**config.mk**
```make
export PLATFORM = sky130hd
export DESIGN_NAME = inst_trace_buffer
export DESIGN_NICKNAME = d
export VERILOG_FILES = /design/src/rtl/inst_trace_buffer.sv
export SDC_FILE = /design/constraint.sdc
export NUM_CORES = 2
export LEC_CHECK = 0
export ABC_CLOCK_PERIOD_IN_PS = 27200
export CAP_MARGIN = 20
export CORE_MARGIN = 1.5
export CORE_UTILIZATION = 65
export DETAILED_ROUTE_END_ITERATION = 8
export PLACE_DENSITY_LB_ADDON = 0.12
export RECOVER_POWER = 25
export SLEW_MARGIN = 20
export SYNTH_ARGS = -nofsm -noshare
export SYNTH_HDL_FRONTEND = slang
export SYNTH_SLANG_ARGS = --single-unit
```
**constraint.sdc**
```tcl
create_clock -name clk -period 27.2 [get_ports clk]
set_input_delay 5.44 -clock clk [delete_from_list [all_inputs] [get_ports clk]]
set_output_delay 5.44 -clock clk [all_outputs]
set_load 0.02 [all_outputs]
```
**src/rtl/inst_trace_buffer.sv**
```systemverilog
// Retire-trace recorder: decodes each retired MIPS instruction to ASCII and logs
// {pc, instr, mnemonic} in a ring buffer with arm/trigger/post-trigger freeze.
module inst_trace_buffer #(
   parameter int DEPTH       = 16,
   parameter int CHARS       = 6,
   parameter int POST_TRIG   = 4,
   parameter int TRIG_ON_EXC = 1,
   localparam int AW         = $clog2(DEPTH),
   localparam int ASCII_W    = 8 * CHARS
) (
   input  logic               clk,
   input  logic               rst,
   input  logic               wb_valid,
   input  logic [31:0]        wb_pc,
   input  logic [31:0]        wb_instr,
   input  logic               wb_excep,
   input  logic               arm,
   input  logic [31:0]        trig_mask,
   input  logic [31:0]        trig_value,
   input  logic               rd_en,
   input  logic [AW-1:0]      rd_idx,
   output logic               rd_valid,
   output logic [31:0]        rd_pc,
   output logic [31:0]        rd_instr,
   output logic [ASCII_W-1:0] rd_ascii,
   output logic [AW:0]        entries,
   output logic [1:0]         state,
   output logic [31:0]        trig_pc,
   output logic [31:0]        retired_cnt
);
   typedef enum logic [1:0] {IDLE = 2'd0, RUN = 2'd1, POST = 2'd2, FROZEN = 2'd3} state_t;

   localparam int            ENTRY_W = 64 + ASCII_W;
   localparam logic [AW:0]   FULL    = (AW + 1)'(DEPTH);
   localparam logic [AW-1:0] PT_INIT = AW'(POST_TRIG);

   // Mnemonics are 8 characters, left-justified and space-padded.
   function automatic logic [63:0] decode(input logic [31:0] ins);
      logic [5:0]  op;
      logic [5:0]  fn;
      logic [4:0]  rs;
      logic [4:0]  rt;
      logic [63:0] m;
      op = ins[31:26];
      fn = ins[5:0];
      rs = ins[25:21];
      rt = ins[20:16];
      m  = "N-R     ";
      if (ins == 32'd0) begin
         m = "NOP     ";
      end else begin
         case (op)
            6'h00: case (fn)
               6'h00: m = "SLL     ";
               6'h02: m = "SRL     ";
               6'h03: m = "SRA     ";
               6'h04: m = "SLLV    ";
               6'h06: m = "SRLV    ";
               6'h07: m = "SRAV    ";
               6'h08: m = "JR      ";
               6'h09: m = "JALR    ";
               6'h0C: m = "SYSC    ";
               6'h0D: m = "BREAK   ";
               6'h0F: m = "SYNC    ";
               6'h10: m = "MFHI    ";
               6'h11: m = "MTHI    ";
               6'h12: m = "MFLO    ";
               6'h13: m = "MTLO    ";
               6'h18: m = "MULT    ";
               6'h19: m = "MULTU   ";
               6'h1A: m = "DIV     ";
               6'h1B: m = "DIVU    ";
               6'h20: m = "ADD     ";
               6'h21: m = "ADDU    ";
               6'h22: m = "SUB     ";
               6'h23: m = "SUBU    ";
               6'h24: m = "AND     ";
               6'h25: m = "OR      ";
               6'h26: m = "XOR     ";
               6'h27: m = "NOR     ";
               6'h2A: m = "SLT     ";
               6'h2B: m = "SLTU    ";
               default: ;
            endcase
            6'h01: case (rt)
               5'h00: m = "BLTZ    ";
               5'h01: m = "BGEZ    ";
               5'h10: m = "BLTZAL  ";
               5'h11: m = "BGEZAL  ";
               default: ;
            endcase
            6'h02: m = "J       ";
            6'h03: m = "JAL     ";
            6'h04: m = "BEQ     ";
            6'h05: m = "BNE     ";
            6'h06: m = "BLEZ    ";
            6'h07: m = "BGTZ    ";
            6'h08: m = "ADDI    ";
            6'h09: m = "ADDIU   ";
            6'h0A: m = "SLTI    ";
            6'h0B: m = "SLTIU   ";
            6'h0C: m = "ANDI    ";
            6'h0D: m = "ORI     ";
            6'h0E: m = "XORI    ";
            6'h0F: m = "LUI     ";
            6'h10: begin
               if (rs == 5'h00)      m = "MFC0    ";
               else if (rs == 5'h04) m = "MTC0    ";
               else if (rs[4]) begin
                  case (fn)
                     6'h01: m = "TLBR    ";
                     6'h02: m = "TLBWI   ";
                     6'h08: m = "TLBP    ";
                     6'h18: m = "ERET    ";
                     6'h20: m = "WAIT    ";
                     default: ;
                  endcase
               end
            end
            6'h1C: case (fn)
               6'h00: m = "MADD    ";
               6'h01: m = "MADDU   ";
               6'h02: m = "MUL     ";
               6'h04: m = "MSUB    ";
               6'h05: m = "MSUBU   ";
               6'h20: m = "CLZ     ";
               6'h21: m = "CLO     ";
               default: ;
            endcase
            6'h20: m = "LB      ";
            6'h21: m = "LH      ";
            6'h22: m = "LWL     ";
            6'h23: m = "LW      ";
            6'h24: m = "LBU     ";
            6'h25: m = "LHU     ";
            6'h26: m = "LWR     ";
            6'h28: m = "SB      ";
            6'h29: m = "SH      ";
            6'h2A: m = "SWL     ";
            6'h2B: m = "SW      ";
            6'h2E: m = "SWR     ";
            6'h2F: m = "CACHE   ";
            6'h30: m = "LL      ";
            6'h33: m = "PREF    ";
            6'h38: m = "SC      ";
            default: ;
         endcase
      end
      return m;
   endfunction

   state_t             state_q;
   logic [AW-1:0]      wr_ptr_q;
   logic [AW:0]        entries_q;
   logic [AW-1:0]      post_cnt_q;
   logic [31:0]        trig_pc_q;
   logic [31:0]        retired_q;
   logic               rd_valid_q;
   logic [ENTRY_W-1:0] rd_data_q;
   logic [ENTRY_W-1:0] mem_q [DEPTH];

   logic [63:0]        mnem_d;
   logic [ASCII_W-1:0] ascii_d;
   logic               cap_d;
   logic               trig_d;
   logic [AW-1:0]      rd_addr_d;
   logic               rd_hit_d;
   logic               unused_mnem;

   assign mnem_d      = decode(wb_instr);
   assign unused_mnem = ^mnem_d;

   // Truncate to CHARS characters, or pad with spaces beyond the 8-char table.
   for (genvar gi = 0; gi < CHARS; gi++) begin : g_char
      if (gi < 8) begin : g_txt
         assign ascii_d[ASCII_W-1-8*gi -: 8] = mnem_d[63-8*gi -: 8];
      end else begin : g_pad
         assign ascii_d[ASCII_W-1-8*gi -: 8] = 8'h20;
      end
   end

   always_comb begin
      cap_d  = !rst && !arm && wb_valid && (state_q == RUN || state_q == POST);
      trig_d = wb_valid && (((wb_instr & trig_mask) == trig_value) ||
                            ((TRIG_ON_EXC != 0) && wb_excep));
      // Once the ring has wrapped, the oldest entry sits at the write pointer.
      rd_addr_d = ((entries_q == FULL) ? wr_ptr_q : '0) + rd_idx;
      rd_hit_d  = rd_en && ({1'b0, rd_idx} < entries_q);
   end

   always_ff @(posedge clk) begin
      if (cap_d) mem_q[wr_ptr_q] <= {wb_pc, wb_instr, ascii_d};
   end

   always_ff @(posedge clk) begin
      if (rst) begin
         rd_valid_q <= 1'b0;
         rd_data_q  <= '0;
      end else begin
         rd_valid_q <= rd_hit_d;
         rd_data_q  <= rd_hit_d ? mem_q[rd_addr_d] : '0;
      end
   end

   always_ff @(posedge clk) begin
      if (rst) begin
         state_q    <= IDLE;
         wr_ptr_q   <= '0;
         entries_q  <= '0;
         post_cnt_q <= '0;
         trig_pc_q  <= '0;
         retired_q  <= '0;
      end else if (arm) begin
         state_q    <= RUN;
         wr_ptr_q   <= '0;
         entries_q  <= '0;
         post_cnt_q <= '0;
         trig_pc_q  <= '0;
         retired_q  <= '0;
      end else begin
         if (cap_d) begin
            wr_ptr_q  <= wr_ptr_q + AW'(1);
            retired_q <= retired_q + 32'd1;
            if (entries_q != FULL) entries_q <= entries_q + (AW + 1)'(1);
         end
         case (state_q)
            RUN: if (trig_d) begin
               trig_pc_q <= wb_pc;
               if (POST_TRIG == 0) begin
                  state_q <= FROZEN;
               end else begin
                  post_cnt_q <= PT_INIT;
                  state_q    <= POST;
               end
            end
            POST: if (wb_valid) begin
               post_cnt_q <= post_cnt_q - AW'(1);
               if (post_cnt_q == AW'(1)) state_q <= FROZEN;
            end
            default: ;
         endcase
      end
   end

   assign rd_valid    = rd_valid_q;
   assign rd_pc       = rd_data_q[ENTRY_W-1 -: 32];
   assign rd_instr    = rd_data_q[ENTRY_W-33 -: 32];
   assign rd_ascii    = rd_data_q[ASCII_W-1:0];
   assign entries     = entries_q;
   assign state       = state_q;
   assign trig_pc     = trig_pc_q;
   assign retired_cnt = retired_q;
endmodule

```
## Yosys cells after proc, flatten, opt, wreduce, memory -nomap -nowiden

Memories as Yosys holds them, arrays and structs flattened. A register that Yosys moved wholly into a read port is not among the register bits.
Cells that the tools add are included.

- Register bits after elaboration: 80
- Bits in writable memories: 1792
- Input port bits: 138
- Output and inout port bits: 184
- Logic and storage cells: 139
- Memories: 1

Memory list:

| memory | words | bits a word | rd ports | clocked after Yosys merged registers in | write ports | RTL line | RTL |
|---|---|---|---|---|---|---|---|
| mem_q | 16 | 112 | 1 | 1 | 1 | 160 | `logic [ENTRY_W-1:0] mem_q [DEPTH];` |

- Add/sub/neg operators: 5
- Order comparisons: 1
- Equal/unequal tests: 79
- Mux-type cells: 20
- Bitwise logic cells: 2
- Reductions and logical operators: 23

Operators by type and width:

| cell | number |
|---|---|
| $pmux W61 S34 | 1 |
| $pmux W61 S29 | 1 |
| $pmux W60 S7 | 1 |
| $pmux W61 S5 | 1 |
| $pmux W60 S4 | 1 |
| $mux W61 | 3 |
| $eq A6 B6 Y1 const B | 26 |
| $eq A6 B4 Y1 const B | 13 |
| $mux W64 | 1 |
| $eq A6 B5 Y1 const B | 10 |
| $eq A6 B3 Y1 const B | 8 |
| $add A32 B1 Y32 const B | 1 |
| $and A32 B32 Y32 | 1 |
| $eq A32 B32 Y1 | 1 |
| $logic_not A32 Y1 | 1 |
| $eq A6 B2 Y1 const B | 4 |
| $eq A5 B5 Y1 const B | 3 |
| $eq A6 B1 Y1 const B | 2 |
| $logic_not A6 Y1 | 2 |
| $mux W4 | 3 |
| $logic_not A5 Y1 | 2 |
| $pmux W4 S2 | 1 |
| $reduce_and A4 Y1 | 2 |
| $mux W2 | 3 |
| other kinds (26) | 38 |

## Depth between registers and ports, before layout

- Depth after elaboration: 7
- Mapped depth: 14
- Gate-level depth less buffers: 11

## Worst setup path before layout

OpenSTA, ideal clock, no wires.

- Kind: input to register
- Start point: in rst
- End point: mem mem_q[0][100] (netlist bit) (enable)
- Setup time: 675 ps
- Arrival time: 12722 ps
- Required time: 26525 ps
- Path slack: 13804 ps
- Cell stages on the path: 3
- Buffers on the path: 0
- Cell sequence: nor4b_4 > nand2_1 > nor3_1

- Longest elaborated chain between the ends: 6

RTL lines:

| what | RTL line | RTL |
|---|---|---|
| from (decl) | 12 | `input logic rst,` |
| $logic_not A1 Y1 | 183 | `cap_d = !rst && !arm && wb_valid && (state_q == RUN \|\| state_q == POST);` |
| $logic_and A1 B1 Y1 (3 in a row) | 183 |  |
| $mux W1 | 192 | `if (cap_d) mem_q[wr_ptr_q] <= {wb_pc, wb_instr, ascii_d};` |
| $mux W1 (implied by the code) | 192 |  |
| to (decl) | 160 |  |

Every way passes these cells.

## Worst setup path after layout

- Start point: in wb_instr[1]
- End point: mem mem_q[9][44] (netlist bit), data pin

- Longest elaborated chain between the ends: 7
- Elaborated cells on any way between the ends: 38

RTL lines:

| what | RTL line | RTL |
|---|---|---|
| from (decl) | 15 | `input logic [31:0] wb_instr,` |
| $eq A6 B6 Y1, or another cell as far along | 53, 110 |  |
| $pmux W61 S5 | 110 | `case (fn)` |
| $mux W61 | 109 | `else if (rs[4]) begin` |
| $mux W61 | 108 | `else if (rs == 5'h04) m = "MTC0 ";` |
| $mux W61 | 107 | `if (rs == 5'h00) m = "MFC0 ";` |
| $pmux W61 S34 | 52 | `case (op)` |
| $mux W64 * | 49 | `if (ins == 32'd0) begin` |
| net mnem_d[60] | 162 | `logic [63:0] mnem_d;` |

The timed path passes the listed nets; every way through them passes the cells marked *.

==> results.md <==
* Fillers at 5677
* Fin Clk Skew at 0.0249 ns
* Initial Utilization at 65.5%
* Vias in the first global route at 37906
* Crit-path cells: buf_2 > clkbuf_1 > clkinv_1 > nand2_1 > o21ai_1 > nor3_1 > o2111ai_1 > a41oi_2
* Post-synthesis adder-cell area fraction at 0.338%
* Largest fanout on the critical path at 65
* Status: finished with violations
* CTS H-tree depth at 4
* Setup bufs post-CTS at 0
* #FFs+latches synth at 1747
* CTS sink cnt at 1747
* Chip Height at 329 um
* Post-DR wirelength/cell at 30.4 um
* Worst EP arrival at 11.55 ns
* Fin crit share at 40.8%
* Placed Area at 73600 um2
* Fmax at 90.1 MHz
* Num CTS Buffers at 166
* Hold Path Depth at 2
* Mux cell area share after synthesis at 14.8%
* Gr ovfl total at 0
* CTS tree: done
* Final WL at 167 mm
* Max cap viols at 12
* Yosys top cell area share at 68.3%
* Design area at 79200 um2
* Critical path's largest stage delay at 2.08 ns
* GR Util All Layers at 31.5%
* Setup_tns at 0 ns
* Req. time, crit path at 27.65 ns
* Num ports at 322
* CTS Buffer Depth at 3
* First-pass GRT wire length at 247 mm
* Synth Cell Area at 68900 um2
* Crit. End Element: register
* DR vias at 37114
* HP Class: register to register
* Synth area leader: edfxtp_1
* Synthesized instance count at 3639
* Reg2Reg Depth at 14
* Top_reg_cell synth: edfxtp_1
* Max VDD drop at 0.0000715 V
* Largest net degree at the start of global routing at 146
* Crit path max-delay family: buffers and inverters
* Post-synth EDFFs at 1568
* Avg Vias per Cell at 6.74
* Critical path depth at 8
* Setup Crit Path Kind: input pin to register
* Final HPWL DP at 86.5 mm
* Worst skew pair latency at 0.77 ns
* Top cells by area, synth: edfxtp_1 68%, mux4_2 13%, dfxtp_1 5.2%, a211oi_1 2.3%, mux2i_1 1.9%
* Final core utilization at 75.3%
* Worst R2R Start: entries[1]$_SDFFE_PP0P_
* Final Hold Viols at 0
* List of most frequent post-synthesis cells: 1568 x edfxtp_1, 392 x mux4_2, 210 x a211oi_1
* Crit path time final at 11.10 ns
* Top-count cell post-synth: edfxtp_1
* Power Total at 5.57 mW
* Hold Buf Count CTS at 0
* Leakage at 25.6 nW
* DIE WIDTH at 329 um
* Sequential fraction of the synthesis area at 73.5%
* Die Area at 108000 um2
* Post-synth ARST share at 0%
* R2R Setup Slk at 20.90 ns
* RSZ-0062 raised after global routing: false
* Crit. Startpoint: wb_instr[1]
* Post-synthesis xor/xnor area fraction at 0.506%
* Compound-Gate Fraction of Synth Area at 4.85%
* Post-DRT Antenna Nets at 0
* First-pass DRT Iterations at 8
* Post_cts resized at 0
* Slowest cell on crit path: clkbuf_1
* Failing checks: DRC, capacitance limit, slew limit
* Post-route DRC at 1
* Share of cells above drive strength 1 at 18.4%
* Fin. max-slew vios at 653
* Layout area overhead at 14.9%
* Port bufs at 311
* Worst slew pin tran at 2.95 ns
* Buffers plus inverters on the worst setup path at 3
* Critical Path Source Type: input pin
* Core box area at 105000 um2
* GPL Wtd Cong at 0.947
* CTS Root Cell: clkbuf_16
* Syn_area_per_cell at 18.9 um2
* FF-to-FF End: rd_data_q[94]$_SDFF_PP0_
* Post-synth cell types at 88
* Post-layout nets at 4129
* Synth Warn # at 0
* Worst Setup EP: mem_q[9][44]$_DFFE_PP_
* Clock-pin slew on the worst setup and hold paths at 0.06 ns
* Initial DRC count at 4463
* PD cells at 70.3 nW/um2
* Max_slew headroom at -96.6%
* Final setup viols at 0
* Initial antenna violation count at 5
* Largest family of logic cells by synthesized area: multiplexers
* Simple-gate share of the synthesized area at 4.29%
* # rows at 119
## layout by cell type, fill, tap and decap left out, types with 60 or more instances in the layout
master,n
mux2i_1,133
clkbuf_1,60
edfxtp_1,1568
a21oi_1,76
clkdlybuf4s50_1,256
nor2b_1,113
dfxtp_1,179
nand2_1,95
o21ai_0,61
nor2_1,141
a211oi_1,210
mux4_2,392
clkbuf_16,172
## cells by family after synthesis
logic type,count (synthesis)
buffers and inverters,268
muxes,526
AOI/OAI and AO/OA,481
adders and majority gates,18
DFF,1747
xor gates and xnor gates,39
other,1
and+or+nand+nor,559
## tightest hold or removal path: cells and delay by family, from the launching register on
kind | cells | cell delay [ns]
DFF | 1 | 0.33
and+or+nand+nor | 1 | 0.07
muxes | 1 | 0.07
## flip-flops by register name (all words and copies together), names as in the netlist
register     cells
trig_pc         32
entries          5
rd_data_q       99
retired_cnt     32
post_cnt_q       4
state            2
rd_valid         1
wr_ptr_q         4
mem_q         1568
## power breakdown
part | switching, mW | total (mW) | internal (mW)
Sequential | 0.00392 | 2.94 | 2.94
Clock | 0.973 | 2.34 | 1.37
Combinational | 0.174 | 0.288 | 0.114
Total | 1.15 | 5.57 | 4.42
## layer usage
metal / track usage [%] / vias up / share of wire (%)
li1: - / 15502 / -
met1: 44.5 / 19317 / 39
met2: 51.8 / 1970 / 50
met3: 4.72 / 323 / 8.5
met4: 9.98 / 2 / 3.0
met5: 0 / - / 0.0078
## worst min path at each step
stage	from	to	slack (ns)
floorplan	post_cnt_q[1]$_SDFFE_PP0P_	post_cnt_q[1]$_SDFFE_PP0P_	0.49
global placement	trig_pc[0]$_SDFFE_PP0P_	trig_pc[0]$_SDFFE_PP0P_	0.47
finish	trig_pc[24]$_SDFFE_PP0P_	trig_pc[24]$_SDFFE_PP0P_	0.50
CTS	trig_pc[24]$_SDFFE_PP0P_	trig_pc[24]$_SDFFE_PP0P_	0.50
global route	trig_pc[2]$_SDFFE_PP0P_	trig_pc[2]$_SDFFE_PP0P_	0.53
detailed placement	trig_pc[24]$_SDFFE_PP0P_	trig_pc[24]$_SDFFE_PP0P_	0.48
## cell type report
type	count	area, um2	area share [%]
antenna	3	7.51	0.00948
clock buffer	231	4680	5.90
clock inverter	79	896	1.13
inverter	36	135	0.171
multi-input combinational	1633	17300	21.9
sequential	1747	50700	64.0
tap	1391	1740	2.20
timing repair buffer	389	3760	4.75
## through the flow
stage                     hold slack [ns]  setup slack [ns]  cells
after floorplan                     0.493             13.80   3648
after global placement              0.473             16.06   5193
after detailed placement            0.483             15.92   5194
after CTS                           0.502             16.71   5504
after global routing                0.528             15.87   5508
final                               0.500             16.10   5509
No activity file was read; power rests on OpenSTA's default activity.
